### config.mk
export PLATFORM = sky130hd
export DESIGN_NAME = pulse_shaper_flat
export DESIGN_NICKNAME = d
export VERILOG_FILES = /design/src/rtl/pulse_shaper_if.sv /design/src/rtl/pulse_shaper.sv /design/src/flat_wrapper.sv
export SDC_FILE = /design/constraint.sdc
export NUM_CORES = 1
export LEC_CHECK = 0
export ABC_AREA = 1
export CAP_MARGIN = 20
export CORE_MARGIN = 2
export CORE_UTILIZATION = 30
export CTS_CLUSTER_DIAMETER = 120
export DETAILED_ROUTE_END_ITERATION = 8
export PLACE_DENSITY_LB_ADDON = 0.3
export SLEW_MARGIN = 0
export SYNTH_ARGS = -nofsm -noshare
export SYNTH_HDL_FRONTEND = slang
export SYNTH_SLANG_ARGS = --single-unit
### constraint.sdc
create_clock -name clk -period 3.4 [get_ports clk]
set_clock_uncertainty 0.15 [all_clocks]
set_input_delay 0.68 -clock clk [delete_from_list [all_inputs] [get_ports clk]]
set_output_delay 0.68 -clock clk [all_outputs]
set_load 0.03 [all_outputs]
### src/rtl/pulse_shaper_if.sv
// Handshake bundle for pulse_shaper: request strobe in, shaped pulse and queue status out.
// The ovf/ovf_clr pair exists only when PULSE_SHAPER_OVF_EN is defined.
interface pulse_shaper_if #(
  parameter int QUEUE_W = 4
);
  logic               trig_in;
  logic               out_signal;
  logic               busy;
  logic [QUEUE_W-1:0] pending;
`ifdef PULSE_SHAPER_OVF_EN
  logic               ovf;
  logic               ovf_clr;
`endif

  modport master (
    output trig_in,
    input  out_signal,
    input  busy,
`ifdef PULSE_SHAPER_OVF_EN
    output ovf_clr,
    input  ovf,
`endif
    input  pending
  );

  modport slave (
    input  trig_in,
    output out_signal,
    output busy,
`ifdef PULSE_SHAPER_OVF_EN
    input  ovf_clr,
    output ovf,
`endif
    output pending
  );
endinterface

### src/rtl/pulse_shaper.sv
// Stretches 1-clk event strobes into pulses of HIGH_CLKS high / LOW_CLKS low minimum,
// queueing overlapping requests in a saturating counter. PULSE_SHAPER_OVF_EN adds a sticky drop flag.
module pulse_shaper #(
  parameter int HIGH_CLKS = 40,
  parameter int LOW_CLKS  = 40,
  parameter int CNT_W     = 8,
  parameter int QUEUE_W   = 4
) (
  input  logic           clk,
  input  logic           rstn,
  pulse_shaper_if.slave  bus
);

  localparam logic [1:0]         S_IDLE  = 2'd0;
  localparam logic [1:0]         S_HIGH  = 2'd1;
  localparam logic [1:0]         S_GAP   = 2'd2;
  localparam logic [QUEUE_W-1:0] Q_MAX   = '1;
  localparam logic [CNT_W-1:0]   HI_LAST = CNT_W'(HIGH_CLKS - 1);
  localparam logic [CNT_W-1:0]   LO_LAST = CNT_W'(LOW_CLKS - 1);

  logic [1:0]         r_state;
  logic [CNT_W-1:0]   r_timer;
  logic [QUEUE_W-1:0] r_pend;
  logic               r_out;

  logic               w_avail;
  logic               w_consume;
  logic               w_deq;
  logic               w_enq;
  logic [QUEUE_W-1:0] w_pend_nxt;

  assign w_avail   = (r_pend != '0) || bus.trig_in;
  assign w_consume = w_avail &&
                     ((r_state == S_IDLE) || ((r_state == S_GAP) && (r_timer == LO_LAST)));
  // Queued requests are served first; a same-cycle strobe then joins the queue.
  assign w_deq     = w_consume && (r_pend != '0);
  assign w_enq     = bus.trig_in && !(w_consume && (r_pend == '0));

  always_comb begin
    w_pend_nxt = r_pend;
    if (w_enq && !w_deq && (r_pend != Q_MAX))
      w_pend_nxt = r_pend + 1'b1;
    else if (w_deq && !w_enq)
      w_pend_nxt = r_pend - 1'b1;
  end

  always_ff @(posedge clk or negedge rstn) begin
    if (!rstn) begin
      r_state <= S_IDLE;
      r_timer <= '0;
      r_out   <= 1'b0;
      r_pend  <= '0;
    end else begin
      r_pend <= w_pend_nxt;
      case (r_state)
        S_IDLE: begin
          r_timer <= '0;
          if (w_consume) begin
            r_state <= S_HIGH;
            r_out   <= 1'b1;
          end
        end
        S_HIGH: begin
          if (r_timer == HI_LAST) begin
            r_state <= S_GAP;
            r_out   <= 1'b0;
            r_timer <= '0;
          end else begin
            r_timer <= r_timer + 1'b1;
          end
        end
        S_GAP: begin
          if (r_timer == LO_LAST) begin
            r_timer <= '0;
            if (w_consume) begin
              r_state <= S_HIGH;
              r_out   <= 1'b1;
            end else begin
              r_state <= S_IDLE;
            end
          end else begin
            r_timer <= r_timer + 1'b1;
          end
        end
        default: begin
          r_state <= S_IDLE;
          r_timer <= '0;
          r_out   <= 1'b0;
        end
      endcase
    end
  end

`ifdef PULSE_SHAPER_OVF_EN
  logic w_drop;
  logic r_ovf;

  assign w_drop = w_enq && !w_deq && (r_pend == Q_MAX);

  // A drop on the same edge as a clear keeps the flag set.
  always_ff @(posedge clk or negedge rstn) begin
    if (!rstn)            r_ovf <= 1'b0;
    else if (w_drop)      r_ovf <= 1'b1;
    else if (bus.ovf_clr) r_ovf <= 1'b0;
  end

  assign bus.ovf = r_ovf;
`endif

  assign bus.out_signal = r_out;
  assign bus.pending    = r_pend;
  assign bus.busy       = (r_state != S_IDLE) || (r_pend != '0);

endmodule
### src/flat_wrapper.sv
// flat-port wrapper written by rule: the top's interface ports become plain ports
module pulse_shaper_flat 
#(
  parameter int HIGH_CLKS = 40,
  parameter int LOW_CLKS  = 40,
  parameter int CNT_W     = 8,
  parameter int QUEUE_W   = 4
)
  (clk, rstn, bus_trig_in, bus_out_signal, bus_busy, bus_pending);
  pulse_shaper_if #(.QUEUE_W(QUEUE_W)) bus_i ();
  input  logic clk;
  input  logic rstn;
  input wire logic [$bits(bus_i.trig_in)-1:0] bus_trig_in;
  output wire logic [$bits(bus_i.out_signal)-1:0] bus_out_signal;
  output wire logic [$bits(bus_i.busy)-1:0] bus_busy;
  output wire logic [$bits(bus_i.pending)-1:0] bus_pending;
  assign bus_i.trig_in = bus_trig_in;
  assign bus_out_signal = bus_i.out_signal;
  assign bus_busy = bus_i.busy;
  assign bus_pending = bus_i.pending;
  pulse_shaper #(.HIGH_CLKS(HIGH_CLKS), .LOW_CLKS(LOW_CLKS), .CNT_W(CNT_W), .QUEUE_W(QUEUE_W)) u_core (.clk(clk), .rstn(rstn), .bus(bus_i));
endmodule
==> results.ini <==
[timing]
setup_violations = 0
final-max-slew-violation-count = 0
rsz0062_at_grt = false
setup_tns_ns = 0
max_slew.worst_pin.slew_ns = 0.695
finalWorstSetupSlack_ns = 0.765
fin_crit_sh = 0.775
fin_hold_ws_ns = 0.312
finalHoldViolCount = 0
fin_crit_ns = 2.64
fmax_mhz = 379
relSlewSlack = 0.535

[final_layout]
layout_common_cells = 23 x nand2_1, 16 x inv_1, 15 x dfrtp_1
num-fill-cells = 328
num_antenna_cells = 0
area_delta_synth_final_pct = 16.8
stdcell_count = 172
nets = 141
layout-drive-gt1-share = 0.164
final_util = 0.367
final_common_cell = nand2_1
final_area_um2 = 1120

[synth]
synth_edf_count = 0
synthCells = 116
avgSynthCellArea_um2 = 8.26
syn_area_um2 = 958
postSynth.asyncResetShare = 1.00
synth.net_count = 128
yosysSeqAreaShare = 0.392
synthFlopType = dfrtp_1
synth_warnings = 0
synth-seq-cells = 15
synthTopCellsByArea = dfrtp_1 39%, ha_1 10%, nand2_1 9.0%, inv_1 6.3%, nand2_4 4.7%
yosysTopAreaCell = dfrtp_1
synth_top_area_frac = 0.392
netlist-cell-type-count = 21

[floorplan]
fp.coreArea_um2 = 3050
num_io_pins = 9
start_util = 0.314
die_y_um = 60.5
die_w_um = 60.5
die_area_um2 = 3660
rows = 20

[global_route]
grt_usage = 0.110
grt_pass1_wl_um = 2960
grt_overflow_total = 0
use_met3 = 0.0405
busiest_layer = met2
grt_pass1_vias = 715
grt_antenna_before_repair = 0
grt_util_met1 = 0.134
grt_use_met2 = 0.174
grt_max_degree = 16

[worst_setup_path]
critPathLaunchType = flip-flop
cp.required_ns = 2.57
arrival_ns = 1.81
path_max_fanout = 5
endpoint_kind = output pin
path_class = reg -> out

[route]
drc = 0
via_count = 741
finalWirelength_um = 1650
ant_nets = 0
wl_per_cell_um = 9.56
viasPerCell = 4.31
drt_first_pass_iters = 4
drt_iter0_markers = 29

[placed_design]
hpwl_um = 1310
port_buffers = 8
dp_slack_ns = 0.735
place_inst = 168
gp_congestion = 0.765
placed_cell_area_um2 = 1090

[clocking]
cts_max_level = 1
clock-sinks = 15
clockRootBuffer = clkbuf_4
clk_latency_ns = 0.29
cts-root-to-sink-buffers = 2
cts_made_buffers = 3
cts_tree = built
post_cts_buffers = 0
cts_resized = 0
clkTransAtPathRegs_ns = 0.10
ctsHoldBuffers = 0

[status]
outcome = finished, final reports clean

[worst_hold_path]
min_path_type = reg -> reg

[pwr]
worst_ir_drop_vdd_uv = 247
leakage_nw = 0.553
powerDensity_nw_per_um2 = 903
total_power_mw = 1.01

[run]
cap_violations = 0

-- logic make-up (layout without fill, tap and decap cells) --
kind of cell / count (synthesis) / after routing / share of synthesized area
adder cells (fa/ha/maj): 9 / 9 / 0.125
XOR/XNOR: 2 / 2 / 0.0183
AND/OR/NAND/NOR: 58 / 58 / 0.312
AO/OA/AOI/OAI: 13 / 13 / 0.0783
buffers and inverters: 19 / 31 / 0.0744
flip-flops: 15 / 15 / 0.392
-- synth_stat cells, types with 3 or more instances --
library cell,number
inv_2,3
nand2_1,23
ha_1,8
nand2_4,4
inv_1,16
dfrtp_1,15
nand3_1,6
nor3_1,3
nand2_2,3
nor2_1,11
a21oi_1,6
nor2_2,3
-- power by group --
group / total [mW] / internal, mW / leakage [nW] / switching, mW
Clock: 0.107 / 0.0456 / 0.0150 / 0.0616
Combinational: 0.600 / 0.235 / 0.342 / 0.365
Sequential: 0.304 / 0.237 / 0.195 / 0.0665
-- state kept, by name, summed over array words and instances, names as in the netlist --
register and flops:
u_core.bus.out_signal 1, u_core.r_state 2, u_core.r_timer 8, u_core.bus.pending 4
-- final timing paths --
kind / start / endpoint / slack, ns / cells past startpoint
setup / recovery: u_core.r_state[0]$_DFFE_PN0P_ / bus_busy / 0.76 / 4
hold / removal: u_core.r_timer[0]$_DFF_PN0_ / u_core.r_timer[0]$_DFF_PN0_ / 0.31 / 1
setup reg to reg: u_core.r_state[0]$_DFFE_PN0P_ / u_core.bus.pending[3]$_DFFE_PN0P_ / 1.05 / 14
hold reg to reg: u_core.r_timer[0]$_DFF_PN0_ / u_core.r_timer[0]$_DFF_PN0_ / 0.31 / 1
max in group asynchronous: rstn / u_core.r_timer[3]$_DFF_PN0_ / 2.01 / 1
min in group asynchronous: rstn / u_core.r_state[1]$_DFFE_PN0P_ / 0.65 / 1
-- per-layer routing --
layer | vias to the layer above | wire length [µm]
met1 | 338 | 781
met5 | - | 0
met4 | 0 | 11
li1 | 388 | -
met3 | 2 | 85
met2 | 13 | 766
-- final cells by class --
type	count	area [µm²]	share of cell area
timing repair buffer	8	80.1	0.0715
multi-input combinational	82	512	0.457
sequential	15	375	0.335
tap	44	55.1	0.0492
clock buffer	4	26.3	0.0235
inverter	19	71.3	0.0637
-- critical path: stages, from the launching register on --
cell	delay, ns
dfrtp_1	0.44
inv_1	0.09
ha_1	0.24
nand3_1	0.09
clkdlybuf4s50_1	0.67
No activity file was read; power rests on OpenSTA's default activity.
